[src/rtl/tl_pkg.sv]
// -----------------------------------------------------------------------------
// tl_pkg
// Shared types for the traffic-lights command path: the command code enum,
// the {type,data} command word carried through the scheduler FIFO, the
// issuer state encoding and a legality helper.
// -----------------------------------------------------------------------------
package tl_pkg;

    typedef enum logic [2:0] {
        TL_TURN_ON         = 3'd0,
        TL_TURN_OFF        = 3'd1,
        TL_SET_UNCONTR     = 3'd2,
        TL_SET_GREEN_TIME  = 3'd3,
        TL_SET_RED_TIME    = 3'd4,
        TL_SET_YELLOW_TIME = 3'd5
    } tl_cmd_e;

    // Codes at or above this value have no meaning to the light controller.
    localparam logic [2:0] TL_CMD_ILLEGAL_MIN = 3'd6;

    // Raw 3-bit field rather than tl_cmd_e so illegal codes can be carried.
    typedef struct packed {
        logic [2:0]  cmd_type;
        logic [15:0] data;
    } tl_cmd_t;

    typedef enum logic [1:0] {
        TL_ST_IDLE  = 2'd0,
        TL_ST_ISSUE = 2'd1,
        TL_ST_GAP   = 2'd2
    } tl_iss_state_e;

    function automatic logic tl_is_legal(input logic [2:0] t);
        return t < TL_CMD_ILLEGAL_MIN;
    endfunction

endpackage

[src/rtl/tl_cmd_fifo.sv]
// -----------------------------------------------------------------------------
// tl_cmd_fifo
// Synchronous FIFO of tl_cmd_t with registered storage and occupancy count.
// Ports:
//   clk_i, srst_n_i   clock, synchronous active-low reset
//   flush_i           drop all entries (wins over push/pop)
//   push_i, din_i     write request / data (ignored when full)
//   pop_i, dout_o     read request / head entry (dout_o valid when !empty_o)
//   full_o, empty_o   status
//   level_o           current occupancy, 0..DEPTH
// -----------------------------------------------------------------------------
module tl_cmd_fifo
    import tl_pkg::*;
#(
    parameter int DEPTH = 4
) (
    input  logic                     clk_i,
    input  logic                     srst_n_i,
    input  logic                     flush_i,
    input  logic                     push_i,
    input  tl_cmd_t                  din_i,
    input  logic                     pop_i,
    output tl_cmd_t                  dout_o,
    output logic                     full_o,
    output logic                     empty_o,
    output logic [$clog2(DEPTH):0]   level_o
);
    localparam int AW = $clog2(DEPTH);

    tl_cmd_t       mem_q [DEPTH];
    logic [AW-1:0] wr_q, wr_d, rd_q, rd_d;
    logic [AW:0]   lvl_q, lvl_d;
    logic          do_push, do_pop;

    assign full_o  = (lvl_q == (AW+1)'(DEPTH));
    assign empty_o = (lvl_q == '0);
    assign do_push = push_i && !full_o;
    assign do_pop  = pop_i && !empty_o;
    assign dout_o  = mem_q[rd_q];
    assign level_o = lvl_q;

    // DEPTH is a power of two, so pointers wrap by plain overflow.
    always_comb begin
        wr_d  = wr_q + AW'(do_push);
        rd_d  = rd_q + AW'(do_pop);
        lvl_d = lvl_q + (AW+1)'(do_push) - (AW+1)'(do_pop);
        if (flush_i) begin
            wr_d  = '0;
            rd_d  = '0;
            lvl_d = '0;
        end
    end

    always_ff @(posedge clk_i) begin
        if (!srst_n_i) begin
            wr_q  <= '0;
            rd_q  <= '0;
            lvl_q <= '0;
        end else begin
            wr_q  <= wr_d;
            rd_q  <= rd_d;
            lvl_q <= lvl_d;
        end
    end

    // Storage needs no reset: entries are only read below the level count.
    always_ff @(posedge clk_i) begin
        if (do_push && !flush_i) mem_q[wr_q] <= din_i;
    end

endmodule

[src/rtl/tl_cmd_scheduler.sv]
// -----------------------------------------------------------------------------
// tl_cmd_scheduler
// Round-robin arbiter over REQ_NUM command sources feeding a small FIFO, and
// an issuer that drives the light controller with single-cycle command pulses
// separated by at least CMD_GAP idle cycles. Illegal codes are accepted,
// dropped and flagged on err_illegal_o.
// Optional feature macro: TL_CMD_OFF_PREEMPT_EN -- an accepted TURN_OFF
// flushes the FIFO, bypasses it and is issued at the next IDLE, cutting short
// any remaining gap.
// Ports:
//   clk_i, srst_n_i           clock, synchronous active-low reset
//   req_valid/type/data_i     per-requester command, held until accepted
//   req_ready_o               one-hot accept (or zero)
//   cmd_type/data/valid_o     command strobe to light controller
//   err_illegal_o             one-cycle pulse after an illegal accept
//   fifo_level_o              FIFO occupancy
// -----------------------------------------------------------------------------
module tl_cmd_scheduler
    import tl_pkg::*;
#(
    parameter int REQ_NUM    = 3,
    parameter int FIFO_DEPTH = 4,
    parameter int CMD_GAP    = 2
) (
    input  logic                            clk_i,
    input  logic                            srst_n_i,
    input  logic [REQ_NUM-1:0]              req_valid_i,
    input  logic [REQ_NUM-1:0][2:0]         req_type_i,
    input  logic [REQ_NUM-1:0][15:0]        req_data_i,
    output logic [REQ_NUM-1:0]              req_ready_o,
    output logic [2:0]                      cmd_type_o,
    output logic [15:0]                     cmd_data_o,
    output logic                            cmd_valid_o,
    output logic                            err_illegal_o,
    output logic [$clog2(FIFO_DEPTH):0]     fifo_level_o
);
    localparam int PW = $clog2(REQ_NUM);
    localparam int GW = 4;

    // ptr_q is where the next search starts, i.e. one past the last grant.
    logic [PW-1:0] ptr_q, ptr_d, gnt_idx;
    logic          gnt_found, hs, hs_legal, off_hs;
    tl_cmd_t       hs_cmd, fifo_dout, cmd_q, pend_q;
    logic          fifo_full, fifo_empty, fifo_push, fifo_pop;
    tl_iss_state_e state_q;
    logic [GW-1:0] gap_q;
    logic          cmd_valid_q, pend_v_q, err_q;

    always_comb begin
        logic [PW-1:0] idx;
        idx       = '0;
        gnt_found = 1'b0;
        gnt_idx   = '0;
        for (int i = 0; i < REQ_NUM; i++) begin
            idx = PW'((int'(ptr_q) + i) % REQ_NUM);
            if (!gnt_found && req_valid_i[idx]) begin
                gnt_found = 1'b1;
                gnt_idx   = idx;
            end
        end
    end

    // Ready is gated by reset so no handshake can complete during reset.
    assign hs = srst_n_i && gnt_found && !fifo_full;

    always_comb begin
        req_ready_o = '0;
        if (hs) req_ready_o[gnt_idx] = 1'b1;
    end

    assign hs_cmd   = '{cmd_type: req_type_i[gnt_idx], data: req_data_i[gnt_idx]};
    assign hs_legal = tl_is_legal(hs_cmd.cmd_type);
    assign ptr_d    = !hs ? ptr_q :
                      (gnt_idx == PW'(REQ_NUM - 1)) ? '0 : gnt_idx + PW'(1);

`ifdef TL_CMD_OFF_PREEMPT_EN
    assign off_hs = hs && (hs_cmd.cmd_type == 3'(TL_TURN_OFF));
`else
    assign off_hs = 1'b0;
`endif

    // A preempting TURN_OFF never enters the FIFO and blocks this cycle's pop,
    // so nothing queued ahead of it can slip out afterwards.
    assign fifo_push = hs && hs_legal && !off_hs;
    assign fifo_pop  = (state_q == TL_ST_IDLE) && !off_hs && !pend_v_q && !fifo_empty;

    tl_cmd_fifo #(.DEPTH(FIFO_DEPTH)) u_fifo (
        .clk_i    (clk_i),
        .srst_n_i (srst_n_i),
        .flush_i  (off_hs),
        .push_i   (fifo_push),
        .din_i    (hs_cmd),
        .pop_i    (fifo_pop),
        .dout_o   (fifo_dout),
        .full_o   (fifo_full),
        .empty_o  (fifo_empty),
        .level_o  (fifo_level_o)
    );

    always_ff @(posedge clk_i) begin
        if (!srst_n_i) begin
            ptr_q <= '0;
            err_q <= 1'b0;
        end else begin
            ptr_q <= ptr_d;
            err_q <= hs && !hs_legal;
        end
    end

    // Issuer: command register is cleared every cycle it is not being loaded,
    // which keeps type/data at zero outside the strobe.
    always_ff @(posedge clk_i) begin
        if (!srst_n_i) begin
            state_q     <= TL_ST_IDLE;
            gap_q       <= '0;
            cmd_q       <= '0;
            cmd_valid_q <= 1'b0;
            pend_v_q    <= 1'b0;
            pend_q      <= '0;
        end else begin
            cmd_valid_q <= 1'b0;
            cmd_q       <= '0;
            if (off_hs) begin
                pend_v_q <= 1'b1;
                pend_q   <= hs_cmd;
            end
            unique case (state_q)
                TL_ST_IDLE: begin
                    if (!off_hs) begin
                        if (pend_v_q) begin
                            cmd_q       <= pend_q;
                            cmd_valid_q <= 1'b1;
                            pend_v_q    <= 1'b0;
                            state_q     <= TL_ST_ISSUE;
                        end else if (!fifo_empty) begin
                            cmd_q       <= fifo_dout;
                            cmd_valid_q <= 1'b1;
                            state_q     <= TL_ST_ISSUE;
                        end
                    end
                end
                TL_ST_ISSUE: begin
                    if (CMD_GAP > 0) begin
                        state_q <= TL_ST_GAP;
                        gap_q   <= GW'(CMD_GAP - 1);
                    end else begin
                        state_q <= TL_ST_IDLE;
                    end
                end
                TL_ST_GAP: begin
                    // A pending TURN_OFF abandons the rest of the gap.
                    if (pend_v_q || gap_q == '0) state_q <= TL_ST_IDLE;
                    else                         gap_q   <= gap_q - GW'(1);
                end
                default: state_q <= TL_ST_IDLE;
            endcase
        end
    end

    assign cmd_type_o    = cmd_q.cmd_type;
    assign cmd_data_o    = cmd_q.data;
    assign cmd_valid_o   = cmd_valid_q;
    assign err_illegal_o = err_q;

endmodule

[config.mk]
export PLATFORM = sky130hd
export DESIGN_NAME = tl_cmd_scheduler
export DESIGN_NICKNAME = d
export VERILOG_FILES = /design/src/rtl/tl_pkg.sv /design/src/rtl/tl_cmd_fifo.sv /design/src/rtl/tl_cmd_scheduler.sv
export SDC_FILE = /design/constraint.sdc
export NUM_CORES = 1
export LEC_CHECK = 0
export ABC_AREA = 1
export CORE_ASPECT_RATIO = 0.75
export CORE_MARGIN = 2
export CORE_UTILIZATION = 47
export CTS_BUF_LIST = sky130_fd_sc_hd__clkbuf_16
export DETAILED_ROUTE_END_ITERATION = 10
export GPL_TIMING_DRIVEN = 0
export PLACE_DENSITY_LB_ADDON = 0.25
export SETUP_SLACK_MARGIN = 0.1
export SLEW_MARGIN = 20
export SYNTH_ARGS = -nofsm -noshare
export SYNTH_HDL_FRONTEND = slang
export SYNTH_SLANG_ARGS = --single-unit
[constraint.sdc]
create_clock -name clk_i -period 2.9 [get_ports clk_i]
set_input_delay 0.435 -clock clk_i [delete_from_list [all_inputs] [get_ports clk_i]]
set_output_delay 0.435 -clock clk_i [all_outputs]
set_load 0.05 [all_outputs]
### Yosys cells after proc, flatten, opt, wreduce, memory -nomap -nowiden

Memories as Yosys holds them, arrays and structs flattened. A register that Yosys moved wholly into a read port is not among the register bits.
Index checks and enable logic that the tools add are counted.

| storage, ports and cells | value |
|---|---|
| register bits | 17 |
| memory bits (writable) | 76 |
| output and inout bits | 27 |
| logic and storage cells | 85 |
| memories | 1 |

| operators by class | value |
|---|---|
| add/sub/neg operators | 8 |
| div/mod/pow operators | 3 |
| order comparisons | 6 |
| equal/unequal tests | 7 |
| multiplexer cells | 28 |
| bitwise logic cells | 1 |
| reduce and logical (&&, ||, !) cells | 23 |

Memories:

| name | words | bits a word | read ports | clocked after Yosys merged registers in | write ports | line | RTL |
|---|---|---|---|---|---|---|---|
| u_fifo.mem_q | 4 | 19 | 1 | 1 | 1 | tl_cmd_fifo.sv:30 | `tl_cmd_t mem_q [DEPTH];` |

Operators with widths:

| operator | count |
|---|---|
| modulo 32 x 3 -> 32 bit, second input constant | 2 |
| binary-select mux 16 bit (select 2 bit) | 1 |
| modulo 3 x 3 -> 32 bit, second input constant | 1 |
| two-way mux 16 bit | 1 |
| < comparator 2 x 3 -> 1 bit, second input constant | 4 |
| two-way mux 2 bit | 6 |
| logical AND 1 bit | 10 |
| two-way mux 1 bit | 10 |
| case mux 4 bit (2 select lines) | 1 |
| binary-select mux 1 bit (select 2 bit) | 3 |
| binary-select mux 3 bit (select 2 bit) | 1 |
| two-way mux 3 bit | 2 |
| inequality test 2 bit, second input constant | 3 |
| case mux 2 bit (3 select lines) | 1 |
| AND reduction 2 bit | 3 |
| zero test 1 bit | 5 |
| adder 2 x 1 -> 2 bit | 2 |
| == test 2 bit, second input constant | 2 |
| zero test 4 bit | 1 |
| two-way mux 4 bit | 1 |
| subtractor 4 x 1 -> 4 bit, second input constant | 1 |
| adder 2 x 1 -> 3 bit, second input constant | 1 |
| adder 2 x 2 -> 3 bit, second input constant | 1 |
| adder 3 x 1 -> 3 bit | 1 |
| other kinds (12) | 12 |

### Longest topological paths before layout

Gate-level depths: netlist of the first run.

| logic depth | value |
|---|---|
| word-level depth | 17 |
| gate-level depth with buffers | 23 |
| depth with buffers taken out | 22 |

### Modules after synthesis

Synthesis of the first run repeated with hierarchy kept, for this count alone.

| second synthesis, totals | value |
|---|---|
| cells, all modules | 496 |
| area, all modules | 5078.6 um^2 |

By module, submodules not included:

| module | times used | cells an instance | area an instance (um^2) | seq. area each (um^2) |
|---|---|---|---|---|
| tl_cmd_fifo | 1 | 242 | 3329.4 | 2422.3 |
| tl_cmd_scheduler | 1 | 254 | 1749.2 | 580.6 |

### Least setup slack after synthesis of the first run

OpenSTA, ideal clock, no wires.

| timing | value |
|---|---|
| path type | flip-flop to output port |
| from | reg ptr_q[0] |
| to | out req_ready_o[0] |
| arrival time | 2660 ps |
| path slack | -195 ps |
| stages on the path, launching flop included | 14 |
| path buffers | 2 |
| cells stage by stage | dfxtp_1 > inv_1 > ha_1 > inv_2 > nand2_1 > nand3_1 > nand2_2 > nand3_2 > nand2_2 > inv_2 > nand2_4 > buf_8 > buf_4 > nor3_1 |

| on the way | value |
|---|---|
| word-level cells in the longest chain between the ends | 15 |
| elaborated cells between the ends (all ways) | 29 |

RTL lines:

| what | line | RTL |
|---|---|---|
| start: declaration | tl_cmd_scheduler.sv:41 | `logic [PW-1:0] ptr_q, ptr_d, gnt_idx;` |
| start signal: assignment | tl_cmd_scheduler.sv:105 | `ptr_q <= ptr_d;` |
| branches (longest 14 deep; another with modulo 32 x 3 -> 32 bit) | n/a |  |
| two-way mux 3 bit (*) | tl_cmd_scheduler.sv:68 | `if (hs) req_ready_o[gnt_idx] = 1'b1;` |
| end: declaration | tl_cmd_scheduler.sv:30 | `output logic [REQ_NUM-1:0] req_ready_o,` |

Every way passes the cells marked *. The select of a mux whose other input is x is not followed.

==> report_table.html, run 1 <==
<table>
<tr><th>Metric</th><th>Value</th></tr>
<tr><th colspan="2">Flow run</th></tr>
<tr><td>Max-Cap Viols</td><td>0</td></tr>
<tr><th colspan="2">Power</th></tr>
<tr><td>Power density over the cells</td><td>1240 nW/um^2</td></tr>
<tr><td>Fraction of power consumed by combinational cells</td><td>0.530</td></tr>
<tr><td>Worst supply voltage drop on vdd</td><td>0.824 mV</td></tr>
<tr><td>Internal</td><td>between 0.004 and 0.005 W</td></tr>
<tr><td>Net load switching power</td><td>roughly 0.0035 W</td></tr>
<tr><td>Sequential power share</td><td>0.320</td></tr>
<tr><td>Pleak</td><td>between 2 and 3 nW</td></tr>
<tr><td>Part of the total power dissipated in the clock network</td><td>0.150</td></tr>
<tr><td>Switching portion of total power</td><td>0.428</td></tr>
<tr><th colspan="2">Routing</th></tr>
<tr><td>Number of DRC violations after detailed routing</td><td>0</td></tr>
<tr><td>Post-detailed-route via-to-cell ratio</td><td>approximately 5.2</td></tr>
<tr><td>Aggregate routed wire length</td><td>approximately 13,000 um</td></tr>
<tr><td>Post-detailed-route wirelength per cell</td><td>between 15 and 20 um</td></tr>
<tr><td>Total via count in the routed design</td><td>3,889</td></tr>
<tr><td>Residual antenna-violating net count after detailed routing</td><td>0</td></tr>
<tr><td>Detailed Route Iter0 Violations</td><td>about 380</td></tr>
<tr><td>Number of iterations in the first detailed-routing pass</td><td>5</td></tr>
<tr><th colspan="2">GRT</th></tr>
<tr><td>First-pass GRT wire length</td><td>slightly below 20,000 um</td></tr>
<tr><td>Number of global-route vias before repair</td><td>around 3,700</td></tr>
<tr><td>Antenna violations before repair</td><td>0</td></tr>
<tr><td>Global route total overflow</td><td>0</td></tr>
<tr><td>Tot GR Track Use</td><td>0.229</td></tr>
<tr><td>Largest net degree at the start of global routing</td><td>20</td></tr>
<tr><th colspan="2">Critical path</th></tr>
<tr><td>Cell with the biggest individual delay on the critical path</td><td>clkdlybuf4s50_1</td></tr>
<tr><td>Most frequent CP cell</td><td>nand2_4</td></tr>
<tr><td>Data arrival time of the worst path</td><td>roughly 3100 ps</td></tr>
<tr><td>Reg2reg start</td><td>ptr_q[0]</td></tr>
<tr><td>Class of the most critical setup path</td><td>primary input to flop</td></tr>
<tr><td>Worst Setup Start Kind</td><td>primary input</td></tr>
<tr><td>Critical path buffers and inverters</td><td>5</td></tr>
<tr><td>Top cell family by delay on the critical path</td><td>buffers and inverters</td></tr>
<tr><td>Critical path fanouts, max</td><td>4</td></tr>
<tr><td>CP required</td><td>about 3100 ps</td></tr>
<tr><td>CP Capture Type</td><td>flop</td></tr>
<tr><td>Ordered cell list for the critical path</td><td>clkdlybuf4s50_1, inv_1, nand2_1, nand3_1, nand2_1, nand4_1, buf_4, nand2_8, nand2_4, nand2_4, a21oi_4, nand2_4, nand2_8, inv_6, ha_4, inv_2, fa_2, xor2_2, o21ai_1, a21oi_1</td></tr>
<tr><td>Max incr delay on CP</td><td>about 520 ps</td></tr>
<tr><td>Worst setup path startpoint</td><td>req_valid_i[1]</td></tr>
<tr><th colspan="2">Timing</th></tr>
<tr><td>Pins over their slew limit</td><td>0</td></tr>
<tr><td>Setup violation total in the final timing report</td><td>0</td></tr>
<tr><td>Final-report hold violation count</td><td>0</td></tr>
<tr><td>Least-Margin Pin Slew</td><td>628 ps</td></tr>
<tr><td>Min Clock Period, post-route</td><td>between 2000 and 3000 ps</td></tr>
<tr><td>Clock skew</td><td>~5.7 ps</td></tr>
<tr><td>Relative slew margins</td><td>0.582</td></tr>
<tr><td>Max Clock Freq</td><td>354 MHz</td></tr>
<tr><td>Final critical-path share of the clock period</td><td>0.974</td></tr>
<tr><td>Setup repair after global routing missed its margin</td><td>true</td></tr>
<tr><th colspan="2">Cells and area</th></tr>
<tr><td>ANT cells</td><td>0</td></tr>
<tr><td>Filler-free cell count of the finished design</td><td>between 700 and 800</td></tr>
<tr><td>Layout Area Growth over Synthesis</td><td>37.1%</td></tr>
<tr><td>Area of the multi-input gates</td><td>about 1800 um^2</td></tr>
<tr><td>End-of-flow core utilization</td><td>0.656</td></tr>
<tr><td>Fin nets</td><td>around 680</td></tr>
<tr><td>Share of post-route cells with drive strength above 1</td><td>0.169</td></tr>
<tr><td>Sequential standard cell area</td><td>3010 um^2</td></tr>
<tr><td>Filler cells</td><td>749</td></tr>
<tr><th colspan="2">Synth</th></tr>
<tr><td>EDFF count, synth</td><td>76</td></tr>
<tr><td>Synthesized area divided by synthesized cell count</td><td>about 10 um^2</td></tr>
<tr><td>Top cell type by total area after synthesis</td><td>edfxtp_1</td></tr>
<tr><td>Primary FF master, synth</td><td>edfxtp_1</td></tr>
<tr><td>Count of state elements after synthesis</td><td>~110</td></tr>
<tr><td>Area share of the leading cell type in the synthesized netlist</td><td>0.469</td></tr>
<tr><td>Fraction of the yosys area taken by sequential cells</td><td>0.617</td></tr>
<tr><td>Synth Net Count</td><td>about 560</td></tr>
<tr><td>Largest cells by area after synthesis</td><td>edfxtp_1, dfxtp_1, nor2_1</td></tr>
<tr><td>Synthesized netlist cell count</td><td>about 480</td></tr>
<tr><td>Ranking of synthesized cells by instance count</td><td>nor2_1, edfxtp_1, nand2_1, nand3_1, o21ai_0</td></tr>
<tr><td>Synthesized area</td><td>roughly 4900 um^2</td></tr>
<tr><td>Count of distinct cell types in the synthesized netlist</td><td>34</td></tr>
<tr><td>Cell with the most instances after synthesis</td><td>nor2_1</td></tr>
<tr><td>FFs w/ async S/R, synth</td><td>0</td></tr>
<tr><td>Ys Warns</td><td>0</td></tr>
<tr><th colspan="2">Clock network</th></tr>
<tr><td>H-Tree Level Count</td><td>3</td></tr>
<tr><td>Clock buffer count from CTS</td><td>9</td></tr>
<tr><td>Clock tree from TritonCTS</td><td>yes</td></tr>
<tr><td>Clock tree sinks</td><td>around 110</td></tr>
<tr><td>Source-to-sink clock delay at the later pin of the worst-skew pair</td><td>about 350 ps</td></tr>
<tr><td>Maximum buffer depth of the clock tree</td><td>2</td></tr>
<tr><td>Clock Tree Root</td><td>clkbuf_16</td></tr>
<tr><td>Clk slew on worst S/H paths</td><td>70 ps</td></tr>
<tr><th colspan="2">Die</th></tr>
<tr><td>Effective utilization at floorplan</td><td>0.478</td></tr>
<tr><td>Width of the chip</td><td>approximately 120 um</td></tr>
<tr><td>Std-Cell Rows</td><td>32</td></tr>
<tr><td>Die height</td><td>around 90 um</td></tr>
<tr><td>Total Die Area</td><td>between 10,000 and 15,000 um^2</td></tr>
<tr><td>Top-level port count</td><td>89</td></tr>
<tr><td>Core area</td><td>roughly 10,000 um^2</td></tr>
<tr><th colspan="2">Placement</th></tr>
<tr><td>DP HPWL</td><td>~7800 um</td></tr>
<tr><td>Final weighted congestion in routability-driven placement</td><td>about 0.85</td></tr>
<tr><td>Cell count after placement</td><td>roughly 700</td></tr>
<tr><td>Port-buffer cells</td><td>87</td></tr>
<tr><th colspan="2">Min path</th></tr>
<tr><td>Hold Path Origin</td><td>srst_n_i</td></tr>
<tr><td>Hold WC Path Type</td><td>primary input to flop</td></tr>
<tr><th colspan="2">Run status</th></tr>
<tr><td>Outcome</td><td>complete, no violations</td></tr>
</table>
==> through the flow <==
step | power (W) | setup TNS, ps | hold slack [ps] | cell area, um^2 | worst slack [ps]
6_report | 0.00829 | 0 | 459 | 6670 | 76.0
2_1_floorplan | 0.00520 | 0 | 440 | 4880 | 119
5_1_grt | 0.00880 | -37.2 | 479 | 6670 | -37.2
3_5_place_dp | 0.00634 | -39820 | 457 | 5920 | -518
3_3_place_gp | 0.00623 | -36540 | 452 | 5920 | -479
4_1_cts | 0.00804 | 0 | 464 | 6530 | 103
==> state kept, by name, indices dropped and copies added, names as in the netlist <==
name,flops
u_fifo.rd_q,2
u_fifo.level_o,3
u_fifo.mem_q,76
u_fifo.wr_q,2
cmd_data_o,16
ptr_q,2
cmd_valid_o,1
state_q,2
err_illegal_o,1
gap_q,4
cmd_type_o,3
==> final timing paths <==
path / end / slack (ps) / cells past startpoint
max: u_fifo.level_o[2] / 80 / 20
min: u_fifo.level_o[0] / 460 / 3
max reg2reg: u_fifo.level_o[2] / 80 / 20
min reg2reg: gap_q[1] / 470 / 2
==> repair_timing <==
action | CTS | global route
setup endpoints to repair | 81 | 81
hold buffers | 0 | 0
resized for setup | 44 | 24
buffers inserted | 19 | 5
pin swaps | 18 | 14
==> layer usage <==
| metal | GRT usage | wire, um |
|---|---|---|
| met5 | 0 | 0 |
| met4 | 0.0565 | 123 |
| met3 | 0.0553 | 870 |
| met2 | 0.373 | 6080 |
| met1 | 0.312 | 5460 |
==> area by class of cell <==
class / instances / area share
flip-flops and latches: 112 / 0.452
plain buffers: 21 / 0.0221
repair buffers: 111 / 0.167
inverters: 36 / 0.0240
well taps: 136 / 0.0255
clock buffers: 9 / 0.0338
multi-input cells: 315 / 0.264
clock inverters: 7 / 0.0118
==> power by group through the flow <==
stage | Combinational (W) | Clock [W] | Sequential (W)
3_5_place_dp | 0.00366 | 0 | 0.00268
6_report | 0.00439 | 0.00124 | 0.00266
2_1_floorplan | 0.00209 | 0 | 0.00311
4_1_cts | 0.00413 | 0.00126 | 0.00265
5_1_grt | 0.00479 | 0.00133 | 0.00269
3_3_place_gp | 0.00357 | 0 | 0.00267
==> tightest hold or removal path, stage by stage <==
cell and delay, ps:
clkbuf_1 190, nand2_1 100, inv_1 30
==> placed cells by master (no fill, tap or decap), types with 13 or more instances in the layout <==
| master | synthesis | final |
|---|---|---|
| clkbuf_1 | 13 | 13 |
| nand3_1 | 47 | 42 |
| nand2_1 | 63 | 60 |
| edfxtp_1 | 76 | 76 |
| a21oi_1 | 27 | 27 |
| nor2_1 | 89 | 87 |
| dfxtp_1 | 36 | 34 |
| o21ai_0 | 41 | 40 |
| clkdlybuf4s50_1 | 0 | 84 |
| buf_4 | 3 | 20 |
| inv_1 | 27 | 24 |
==> logic make-up (layout without fill, tap and decap cells) <==
family	Yosys count	count (layout)	share of synthesized area
compound gates	73	73	0.0792
xor+xnor	4	4	0.00720
fa+ha+maj	9	9	0.0247
buf+inv	57	184	0.0538
flops	112	112	0.617
simple gates	229	229	0.218
(Power assumes the default switching activity.)
==> run 2: changes to the inputs <==
- CAP_MARGIN: unset -> 20
==> run 2 against run 1 <==
Fmax grew 1.4%; critical path depth did not move; cell count is 0.13% higher; combinational power hardly changed; die area is the same; via count fell by 0.46%; worst hold slack about the same; setup slack better by 38 ps; count of clock-buffer cells in the layout is the same; largest power group unchanged.
==> report_table.html, run 2 (same netlist as run 1, synthesis figures left out) <==
<table>
<tr><th>Metric</th><th>Value</th></tr>
<tr><th colspan="2">Run status</th></tr>
<tr><td>Outcome</td><td>complete, no violations (unchanged)</td></tr>
<tr><th colspan="2">Cells and area</th></tr>
<tr><td>Top library cells by usage in the layout, fill and taps aside</td><td>nor2_1, clkdlybuf4s50_1, edfxtp_1, nand2_1, nand3_1 (unchanged)</td></tr>
<tr><td>ANT cells</td><td>0 (unchanged)</td></tr>
<tr><td>Leading cell type in the layout, fill and taps excluded</td><td>nor2_1 (unchanged)</td></tr>
<tr><td>Filler-free cell count of the finished design</td><td>748 (was 747)</td></tr>
<tr><td>Fin nets</td><td>678 (was 677)</td></tr>
<tr><td>Share of post-route cells with drive strength above 1</td><td>0.165 (was 0.169)</td></tr>
<tr><td>Layout Area Growth over Synthesis</td><td>35.6% (was 37.1%)</td></tr>
<tr><td>Number of flip-flops under the largest register name</td><td>76 (unchanged)</td></tr>
<tr><td>Reg with most FFs</td><td>u_fifo.mem_q (unchanged)</td></tr>
<tr><td>End-of-flow core utilization</td><td>0.648 (was 0.656)</td></tr>
<tr><th colspan="2">Clock network</th></tr>
<tr><td># hold bufs at CTS</td><td>0 (unchanged)</td></tr>
<tr><td>Clk slew on worst S/H paths</td><td>70 ps (about the same)</td></tr>
<tr><td>H-Tree Level Count</td><td>3 (unchanged)</td></tr>
<tr><td>Maximum buffer depth of the clock tree</td><td>2 (unchanged)</td></tr>
<tr><td>Clock buffer count from CTS</td><td>9 (unchanged)</td></tr>
<tr><td>Source-to-sink clock delay at the later pin of the worst-skew pair</td><td>350 ps (about the same)</td></tr>
<tr><td>Clock tree sinks</td><td>112 (unchanged)</td></tr>
<tr><td>Clock tree from TritonCTS</td><td>yes (unchanged)</td></tr>
<tr><td>Clock Tree Root</td><td>clkbuf_16 (unchanged)</td></tr>
<tr><th colspan="2">Power</th></tr>
<tr><td>Power density over the cells</td><td>1240 nW/um^2 (about the same)</td></tr>
<tr><td>Pleak</td><td>2.52 nW (was 2.55 nW)</td></tr>
<tr><td>Overall power of the completed layout</td><td>0.00817 W (was 0.00829 W)</td></tr>
<tr><td>Worst supply voltage drop on vdd</td><td>0.713 mV (was 0.824 mV)</td></tr>
<tr><th colspan="2">Placement</th></tr>
<tr><td>DP HPWL</td><td>7970 um (was 7780 um)</td></tr>
<tr><td>Final weighted congestion in routability-driven placement</td><td>0.851 (unchanged)</td></tr>
<tr><td>Cell count after placement</td><td>708 (was 707)</td></tr>
<tr><td>Post-Place Worst Slack</td><td>-515 ps (was -518 ps)</td></tr>
<tr><td>Port-buffer cells</td><td>87 (unchanged)</td></tr>
<tr><th colspan="2">Critical path</th></tr>
<tr><td>Data arrival time of the worst path</td><td>3020 ps (was 3060 ps)</td></tr>
<tr><td>Most frequent CP cell</td><td>nand2_4 (unchanged)</td></tr>
<tr><td>Ordered cell list for the critical path</td><td>inv_2, ha_4, buf_6, nand2_1, nand3_2, nand2_4, nand4_1, nand2_4, inv_8, nand3_4, nand3_4, nand2_4, nand2_8, inv_4, ha_1, inv_1, fa_2, xor2_2, o21ai_1, a21oi_1 (was clkdlybuf4s50_1, inv_1, nand2_1, nand3_1, nand2_1, nand4_1, buf_4, nand2_8, nand2_4, nand2_4, a21oi_4, nand2_4, nand2_8, inv_6, ha_4, inv_2, fa_2, xor2_2, o21ai_1, a21oi_1)</td></tr>
<tr><td>Max incr delay on CP</td><td>370 ps (was 520 ps)</td></tr>
<tr><td>Class of the most critical setup path</td><td>flop to flop (was primary input to flop)</td></tr>
<tr><td>CP required</td><td>3140 ps (about the same)</td></tr>
<tr><td>Top cell family by delay on the critical path</td><td>simple AND/OR/NAND/NOR gates (was buffers and inverters)</td></tr>
<tr><td>Cell with the biggest individual delay on the critical path</td><td>dfxtp_2 (was clkdlybuf4s50_1)</td></tr>
<tr><td>CP Capture Type</td><td>flop (unchanged)</td></tr>
<tr><td>Critical path buffers and inverters</td><td>5 (unchanged)</td></tr>
<tr><td>Worst Setup Start Kind</td><td>flop (was primary input)</td></tr>
<tr><td>Critical path fanouts, max</td><td>7 (was 4)</td></tr>
<tr><th colspan="2">Routing</th></tr>
<tr><td>Post-detailed-route via-to-cell ratio</td><td>5.18 (was 5.21)</td></tr>
<tr><td>Post-detailed-route wirelength per cell</td><td>16.8 um (about the same)</td></tr>
<tr><td>Number of iterations in the first detailed-routing pass</td><td>5 (unchanged)</td></tr>
<tr><td>Residual antenna-violating net count after detailed routing</td><td>0 (unchanged)</td></tr>
<tr><td>Total via count in the routed design</td><td>3,871 (was 3,889)</td></tr>
<tr><td>Number of DRC violations after detailed routing</td><td>0 (unchanged)</td></tr>
<tr><td>Detailed Route Iter0 Violations</td><td>320 (was 382)</td></tr>
<tr><td>Aggregate routed wire length</td><td>12,600 um (was 12,500 um)</td></tr>
<tr><th colspan="2">Timing</th></tr>
<tr><td>Final Worst Setup Slack</td><td>114 ps (was 76.0 ps)</td></tr>
<tr><td>Pins over their slew limit</td><td>0 (unchanged)</td></tr>
<tr><td>Least-Margin Pin Slew</td><td>602 ps (was 628 ps)</td></tr>
<tr><td>Relative slew margins</td><td>0.599 (was 0.582)</td></tr>
<tr><td>Summed negative setup slack over all endpoints</td><td>0 ps (unchanged)</td></tr>
<tr><td>Setup violation total in the final timing report</td><td>0 (unchanged)</td></tr>
<tr><td>Final-report hold violation count</td><td>0 (unchanged)</td></tr>
<tr><td>Max Clock Freq</td><td>359 MHz (was 354 MHz)</td></tr>
<tr><td>Min Clock Period, post-route</td><td>2790 ps (was 2820 ps)</td></tr>
<tr><td>Setup repair after global routing missed its margin</td><td>true (unchanged)</td></tr>
<tr><td>Final critical-path share of the clock period</td><td>0.961 (was 0.974)</td></tr>
<tr><td>Clock skew</td><td>5.45 ps (was 5.67 ps)</td></tr>
<tr><th colspan="2">Flow run</th></tr>
<tr><td>Max-Cap Viols</td><td>0 (unchanged)</td></tr>
<tr><th colspan="2">Min path</th></tr>
<tr><td>Hold WC Path Type</td><td>primary input to flop (unchanged)</td></tr>
<tr><th colspan="2">GRT</th></tr>
<tr><td>Antenna violations before repair</td><td>0 (unchanged)</td></tr>
<tr><td>Number of global-route vias before repair</td><td>3,740 (was 3,742)</td></tr>
<tr><td>Tot GR Track Use</td><td>0.235 (was 0.229)</td></tr>
<tr><td>Global route total overflow</td><td>0 (unchanged)</td></tr>
<tr><td>Largest net degree at the start of global routing</td><td>20 (unchanged)</td></tr>
<tr><td>First-pass GRT wire length</td><td>19,600 um (was 19,400 um)</td></tr>
<tr><th colspan="2">Die</th></tr>
<tr><td>Core area</td><td>10,200 um^2 (unchanged)</td></tr>
<tr><td>Std-Cell Rows</td><td>32 (unchanged)</td></tr>
<tr><td>Top-level port count</td><td>89 (unchanged)</td></tr>
<tr><td>Effective utilization at floorplan</td><td>0.478 (unchanged)</td></tr>
<tr><td>Width of the chip</td><td>121 um (unchanged)</td></tr>
<tr><td>Die height</td><td>92.1 um (unchanged)</td></tr>
<tr><td>Total Die Area</td><td>11,200 um^2 (unchanged)</td></tr>
</table>
-- run 2: area by class of cell --
cell class / instances / area [um^2]
plain buffers: 21 / 140
clock buffers: 9 / 225
clock inverters: 7 / 46.3
fillers: 766 / 3570
inverters: 36 / 153
multi-input cells: 315 / 1740
flip-flops and latches: 112 / 3010
well taps: 136 / 170
repair buffers: 112 / 1110
-- run 2: worst paths after layout --
check,from,end,slack [ps],cells past startpoint
worst max-delay path,ptr_q[1],u_fifo.level_o[2],110,20
worst min-delay path,srst_n_i,u_fifo.level_o[0],460,3
worst max register to register,ptr_q[1],u_fifo.level_o[2],110,20
worst min register to register,gap_q[1],gap_q[1],460,2
-- run 2: routing by layer --
| metal | share of wire | GRT usage | vias to the layer above |
|---|---|---|---|
| li1 | - | - | 1875 |
| met1 | 0.44 | 0.322 | 1852 |
| met2 | 0.49 | 0.371 | 131 |
| met3 | 0.059 | 0.0591 | 13 |
| met4 | 0.012 | 0.0680 | 0 |
| met5 | 0 | 0 | - |
-- run 2: metrics by stage --
step | area [um^2] | hold slack (ps)
floorplan | 4880 | 440
global placement | 5920 | 452
detailed placement | 5930 | 457
CTS | 6490 | 453
global route | 6600 | 480
finish | 6600 | 459
-- run 2: report_power, final --
part / switching [W] / total, W / internal [W] / leakage (nW)
Clock: 0.000549 / 0.00113 / 0.000583 / 0.130
Combinational: 0.00282 / 0.00438 / 0.00156 / 1.40
Sequential: 0.000147 / 0.00265 / 0.00251 / 0.991
Total: 0.00352 / 0.00817 / 0.00465 / 2.52
-- run 2: worst min-delay path, delay by kind of cell --
family | cells | cell delay, ps
buffers and inverters | 2 | 220
and+or+nand+nor | 1 | 100
-- run 2: repair_timing --
action / in CTS / in global routing
cloned: 1 / 0
pin swaps: 19 / 17
buffers inserted: 18 / 5
endpoints found under the setup margin: 81 / 81
gates resized for setup: 42 / 17
==> run 3: changes to the inputs <==
- CTS_CLUSTER_SIZE: unset -> 20
==> results of run 3 <==
Same layout as run 2: the final DEF is identical, and so are final timing and power.
